===== config.mk =====
export PLATFORM = sky130hd
export DESIGN_NAME = sync_chan_burst_arbiter
export DESIGN_NICKNAME = d
export VERILOG_FILES = /design/src/rtl/sync_chan_burst_arbiter.sv
export SDC_FILE = /design/constraint.sdc
export NUM_CORES = 1
export LEC_CHECK = 0
export CORE_ASPECT_RATIO = 0.5
export CORE_MARGIN = 2
export CORE_UTILIZATION = 30
export DETAILED_ROUTE_END_ITERATION = 12
export RECOVER_POWER = 100
export SYNTH_ARGS = -nofsm -noshare
export SYNTH_HDL_FRONTEND = slang
export SYNTH_SLANG_ARGS = --single-unit

===== constraint.sdc =====
create_clock -name clk -period 2.7 [get_ports clk]
set_input_delay 0.405 -clock clk [delete_from_list [all_inputs] [get_ports clk]]
set_output_delay 0.405 -clock clk [all_outputs]
set_load 0.01 [all_outputs]

===== src/rtl/sync_chan_burst_arbiter.sv =====
// sync_chan_burst_arbiter
//   Round-robin arbiter that lends one single-bit synchronizer channel to
//   NUM_REQ burst sources. A grant drives `len` cycles of 1 onto the
//   channel, then BURST_INDEX cycles of 0 so the downstream shift register
//   drains, then a one-cycle DONE pulse.
//   Optional feature: define SYNC_CHAN_ECHO_CHECK_EN to add the chan_echo
//   input and the sticky echo_err output, which compare the channel's
//   output against an internal reference shift register.
module sync_chan_burst_arbiter #(
  parameter int NUM_REQ     = 4,
  parameter int BURST_INDEX = 5,
  parameter int MAX_LEN     = 16,
  parameter int LEN_W       = 5
) (
  input  logic                       clk,
  input  logic                       reset,
  input  logic [NUM_REQ-1:0]         req,
  input  logic [NUM_REQ*LEN_W-1:0]   req_len,
  output logic [NUM_REQ-1:0]         grant,
  output logic                       chan_out,
  output logic                       busy,
  output logic                       done,
  output logic [$clog2(NUM_REQ)-1:0] done_id
`ifdef SYNC_CHAN_ECHO_CHECK_EN
  ,
  input  logic                       chan_echo,
  output logic                       echo_err
`endif
);

  localparam int IW = $clog2(NUM_REQ);
  localparam int DW = $clog2(BURST_INDEX + 1);

  typedef enum logic [1:0] {
    S_IDLE  = 2'd0,
    S_BURST = 2'd1,
    S_DRAIN = 2'd2,
    S_DONE  = 2'd3
  } state_t;

  state_t             state_q, state_d;
  logic [IW-1:0]      id_q, id_d;
  logic [IW-1:0]      rr_q, rr_d;
  logic [LEN_W-1:0]   bcnt_q, bcnt_d;
  logic [DW-1:0]      dcnt_q, dcnt_d;

  logic [NUM_REQ-1:0] grant_q;
  logic               chan_out_q;
  logic               busy_q;
  logic               done_q;
  logic [IW-1:0]      done_id_q;

  logic [LEN_W-1:0]   lens_s [NUM_REQ];
  logic               win_found_s;
  logic [IW-1:0]      win_id_s;
  logic [LEN_W-1:0]   win_len_s;

  // Unpack the flat length bus into one field per requester.
  always_comb begin
    for (int i = 0; i < NUM_REQ; i++) begin
      lens_s[i] = req_len[i*LEN_W +: LEN_W];
    end
  end

  // Round-robin winner search starting at rr_q; scanning downward lets the
  // closest requester to rr_q overwrite the others. Length is clamped.
  always_comb begin
    int idx;
    win_found_s = 1'b0;
    win_id_s    = {IW{1'b0}};
    idx         = 0;
    for (int k = NUM_REQ - 1; k >= 0; k--) begin
      if (int'(rr_q) + k >= NUM_REQ) begin
        idx = int'(rr_q) + k - NUM_REQ;
      end else begin
        idx = int'(rr_q) + k;
      end
      if (req[IW'(idx)]) begin
        win_found_s = 1'b1;
        win_id_s    = IW'(idx);
      end else begin
        win_found_s = win_found_s;
      end
    end
    if (lens_s[win_id_s] > LEN_W'(MAX_LEN)) begin
      win_len_s = LEN_W'(MAX_LEN);
    end else begin
      win_len_s = lens_s[win_id_s];
    end
  end

  // Next-state logic: burst and drain counters count down to 1 and then
  // hand over, so each phase lasts exactly its loaded count.
  always_comb begin
    state_d = state_q;
    id_d    = id_q;
    rr_d    = rr_q;
    bcnt_d  = bcnt_q;
    dcnt_d  = dcnt_q;
    case (state_q)
      S_IDLE: begin
        if (win_found_s) begin
          id_d = win_id_s;
          if (win_len_s == {LEN_W{1'b0}}) begin
            state_d = S_DONE;
          end else begin
            state_d = S_BURST;
            bcnt_d  = win_len_s;
          end
        end else begin
          state_d = S_IDLE;
        end
      end
      S_BURST: begin
        if (bcnt_q <= LEN_W'(1)) begin
          state_d = S_DRAIN;
          bcnt_d  = {LEN_W{1'b0}};
          dcnt_d  = DW'(BURST_INDEX);
        end else begin
          bcnt_d  = bcnt_q - LEN_W'(1);
        end
      end
      S_DRAIN: begin
        if (dcnt_q <= DW'(1)) begin
          state_d = S_DONE;
          dcnt_d  = {DW{1'b0}};
        end else begin
          dcnt_d  = dcnt_q - DW'(1);
        end
      end
      S_DONE: begin
        state_d = S_IDLE;
        if (id_q == IW'(NUM_REQ - 1)) begin
          rr_d = {IW{1'b0}};
        end else begin
          rr_d = id_q + IW'(1);
        end
      end
      default: begin
        state_d = S_IDLE;
      end
    endcase
  end

  // State, counters and registered outputs derived from the next state so
  // outputs line up with the cycle the FSM occupies.
  always_ff @(posedge clk) begin
    if (reset) begin
      state_q    <= S_IDLE;
      id_q       <= {IW{1'b0}};
      rr_q       <= {IW{1'b0}};
      bcnt_q     <= {LEN_W{1'b0}};
      dcnt_q     <= {DW{1'b0}};
      grant_q    <= {NUM_REQ{1'b0}};
      chan_out_q <= 1'b0;
      busy_q     <= 1'b0;
      done_q     <= 1'b0;
      done_id_q  <= {IW{1'b0}};
    end else begin
      state_q    <= state_d;
      id_q       <= id_d;
      rr_q       <= rr_d;
      bcnt_q     <= bcnt_d;
      dcnt_q     <= dcnt_d;
      if (state_d == S_BURST || state_d == S_DRAIN) begin
        grant_q <= {{(NUM_REQ-1){1'b0}}, 1'b1} << id_d;
      end else begin
        grant_q <= {NUM_REQ{1'b0}};
      end
      chan_out_q <= (state_d == S_BURST);
      busy_q     <= (state_d != S_IDLE);
      done_q     <= (state_d == S_DONE);
      done_id_q  <= (state_d == S_DONE) ? id_d : {IW{1'b0}};
    end
  end

  assign grant    = grant_q;
  assign chan_out = chan_out_q;
  assign busy     = busy_q;
  assign done     = done_q;
  assign done_id  = done_id_q;

`ifdef SYNC_CHAN_ECHO_CHECK_EN
  logic [BURST_INDEX-1:0] ref_q;
  logic [BURST_INDEX-1:0] vld_q;
  logic                   echo_err_q;

  // Reference copy of the channel plus a valid pipe marking owned cycles;
  // a mismatch at the tap while valid sets the sticky error.
  always_ff @(posedge clk) begin
    if (reset) begin
      ref_q      <= {BURST_INDEX{1'b0}};
      vld_q      <= {BURST_INDEX{1'b0}};
      echo_err_q <= 1'b0;
    end else begin
      ref_q <= {ref_q[BURST_INDEX-2:0], chan_out_q};
      vld_q <= {vld_q[BURST_INDEX-2:0], (state_q == S_BURST || state_q == S_DRAIN)};
      if (vld_q[BURST_INDEX-1] && (chan_echo != ref_q[BURST_INDEX-1])) begin
        echo_err_q <= 1'b1;
      end else begin
        echo_err_q <= echo_err_q;
      end
    end
  end

  assign echo_err = echo_err_q;
`endif

endmodule


==> reports/results.txt <==
met3 WL -> 94 um
PD cells -> 921 mW/mm^2
htree depth -> 1
Hold Path Cell Cnt -> 2
hold path start -> dcnt_q[2]
Fin. Hold Viols -> 0
clock tree root driver cell -> clkbuf_8
Avg Cell Area, Syn -> 8.28 um^2
# IOs -> 35
sequential cell area fraction in the yosys report -> 0.337
CP top delay family -> simple AND/OR/NAND/NOR gates
Max Slew Vio Count -> 0
final worst-path cycle share -> 0.958
Initial DRC Count -> 28
placed cell area -> 0.00200 mm^2
CP Cell Sequence -> dlygate4sd2_1, nor2b_4, buf_4, a211o_1, buf_4, nand3_1, nand3_1, a22oi_2, and4_4, a21boi_4, ha_1, nand2b_4, nor3_2
Required @ worst endpoint -> 2.90 ns
Cell variety after synth -> 40
CP startpoint kind -> primary input
post-route ant nets -> 0
Seq cells post-synth -> 23
Final Critical Period -> 2.59 ns
Final #Nets -> 266
PnR worst setup slack -> 0.115 ns
peak per-stage delay on the critical path -> 0.33 ns
DR vias -> 1,404
Congestion Overflow GR -> 0
Die X -> 99.4 um
status -> completed
GRT Total Usage -> 0.158
layout overhead on the synthesized area -> 56.8%
CTS tree -> yes
Post-route DRC -> 0
number of global-route vias before repair -> 1,378
die extent in y -> 51.7 um
first-pass GRT wire length -> 6400 um
top layer in use -> met4
initial antenna violation count -> 0
Lkg Pwr -> 0.954 nW
Post-Syn Nets -> 198
Hold Path Sink -> dcnt_q[1]
Crit Reg-Reg Endpoint -> grant[0]
Synth Instances -> 165
CP max FO -> 4
DR vias/cell -> 4.86
TNS Setup -> 0 ns
largest net degree at the start of global routing -> 18
CP max stage cell -> ha_1
Avg WL per Cell -> 13.4 um
total CTS buffers -> 3
Clock Sinks -> 23
Crit Path Class -> in2reg
port buffer count -> 34
met2 WL -> 1850 um
most frequent cells in the layout -> buf_4 (34), clkdlybuf4s50_1 (30), dfxtp_1 (22)
initial core utilization -> 0.312
Design Area, Final -> 0.00214 mm^2
synthesized area -> 0.00137 mm^2
Max Fclk -> 0.387 GHz
Die ar. -> 0.00514 mm^2
DP HPWL -> 2990 um
CTS max path bufs -> 2
Overall Power -> 1.97 mW
depth of the most critical reg-to-reg path -> 11
RSZ-0062 raised after global routing -> yes
leading cell type in the layout, fill and taps excluded -> buf_4
critical path data arrival time -> 2.78 ns
Critical path buffers and inverters -> 3
number of detailed-route iterations in the first pass -> 4
flop2flop setup slack -> 0.19 ns
max-cap viol count -> 0
Worst-path clk slew -> 0.09 ns
worst slack, placed -> -0.388 ns
maximum vdd drop -> 0.384 mV
Max transition margin -> 0.537
WL final -> 3860 um
Hold WC Path Type -> reg2reg
gpl congestion -> 0.917
origin of the critical flop-to-flop path -> rr_q[0]
Crit. End Element -> flop
Rows -> 17
# diodes -> 0
cts hold-fix bufs -> 0
layout cell share with drive strength beyond 1 -> 0.263
YS warnings -> 0
Clock Latency Late Sink -> 0.27 ns
Worst Setup SP -> req[2]
Slew @ Worst Pin -> 0.693 ns
total core area -> 0.00438 mm^2
final-report setup violation count -> 0
wl on met1 -> 1890 um
hold_ws -> 0.491 ns
Layout Skew -> 0.00859 ns
## repair_timing
action	CTS	global route
setup endpoints to repair	6	11
gates resized for setup	18	5
pin swaps	4	2
setup buffers	1	0
## worst max path at each step
stage / to / slack [ns] / depth (start not counted)
2_1_floorplan: grant[0] / 0.05 / 11
3_3_place_gp: grant[0] / -0.33 / 12
3_5_place_dp: grant[0] / -0.39 / 11
4_1_cts: grant[0] / 0.02 / 11
5_1_grt: grant[1] / -0.05 / 12
6_report: grant[0] / 0.11 / 13
## through the flow
step	util	cells
2_1_floorplan	-	165
3_3_place_gp	0.457	284
3_5_place_dp	0.457	284
4_1_cts	0.484	289
5_1_grt	0.489	289
6_report	0.489	289
## final cells by class
type	count	area (um^2)
clock buffers	3	41.3
clock inverters	1	5.00
multi-input cells	125	923
inverters	12	45.0
flip-flops and latches	23	462
well taps	57	71.3
fillers	412	2240
repair buffers	68	594
## synthesized netlist by cell type
| cell type | n | area share |
|---|---|---|
| a211o_1 | 2 | 0.013 |
| a211oi_1 | 1 | 0.0055 |
| a211oi_4 | 1 | 0.015 |
| a21boi_0 | 2 | 0.011 |
| a21oi_1 | 6 | 0.022 |
| a221oi_1 | 2 | 0.013 |
| a22oi_1 | 1 | 0.0055 |
| a311oi_1 | 2 | 0.013 |
| a31o_2 | 1 | 0.0064 |
| a31oi_1 | 1 | 0.0046 |
| and2_1 | 1 | 0.0046 |
| and3_1 | 1 | 0.0046 |
| and4_4 | 1 | 0.0082 |
| buf_4 | 1 | 0.0055 |
| clkbuf_1 | 4 | 0.011 |
| dfxtp_1 | 23 | 0.34 |
| ha_1 | 7 | 0.064 |
| inv_1 | 12 | 0.033 |
| mux2_2 | 3 | 0.025 |
| mux2i_1 | 10 | 0.073 |
| nand2_1 | 12 | 0.033 |
| nand2b_1 | 4 | 0.018 |
| nand3_1 | 9 | 0.033 |
| nand4_1 | 2 | 0.0092 |
| nor2_1 | 17 | 0.047 |
| nor2b_1 | 5 | 0.023 |
| nor2b_2 | 1 | 0.0064 |
| nor3_1 | 9 | 0.033 |
| nor4_1 | 2 | 0.0092 |
| o211a_1 | 2 | 0.015 |
| o21ai_0 | 8 | 0.029 |
| o21ai_2 | 1 | 0.0064 |
| o21ba_1 | 1 | 0.0073 |
| o21ba_2 | 1 | 0.0073 |
| o21bai_1 | 1 | 0.0055 |
| o22ai_1 | 1 | 0.0046 |
| o31ai_1 | 2 | 0.011 |
| or2_0 | 1 | 0.0046 |
| or3_1 | 1 | 0.0046 |
| xnor2_1 | 3 | 0.019 |
## tightest hold or removal path: cells and delay by family (launching register included)
family	cells	cell delay (ns)
AOI/OAI and AO/OA	1	0.05
DFF	1	0.34
and+or+nand+nor	1	0.06
## cell families after synthesis
kind of cell	Yosys count	synth area share
multiplexers	13	0.0980
XOR/XNOR	3	0.0192
flip-flops	23	0.337
buffers and inverters	17	0.0494
AND/OR/NAND/NOR	66	0.238
AO/OA/AOI/OAI	36	0.194
adder cells (fa/ha/maj)	7	0.0641
## metal layers
layer / up-vias / GRT usage
li1: 720 / -
met1: 664 / 0.206
met2: 16 / 0.287
met3: 4 / 0.0255
met5: - / 0
met4: 0 / 0.0205
## where the power goes
group	leakage, nW	total [mW]	switching [mW]	internal (mW)
Combinational	0.739	1.21	0.590	0.624
Clock	0.0255	0.215	0.112	0.103
Sequential	0.189	0.544	0.0911	0.453
Total	0.954	1.97	0.793	1.18
## registers in the layout (all words and copies together), names as in the netlist
register	cells
chan_out	1
done	1
id_q	2
bcnt_q	5
busy	1
grant	4
state_q	2
done_id	2
rr_q	2
dcnt_q	3
Note: power is estimated with default switching activity, not from simulation.
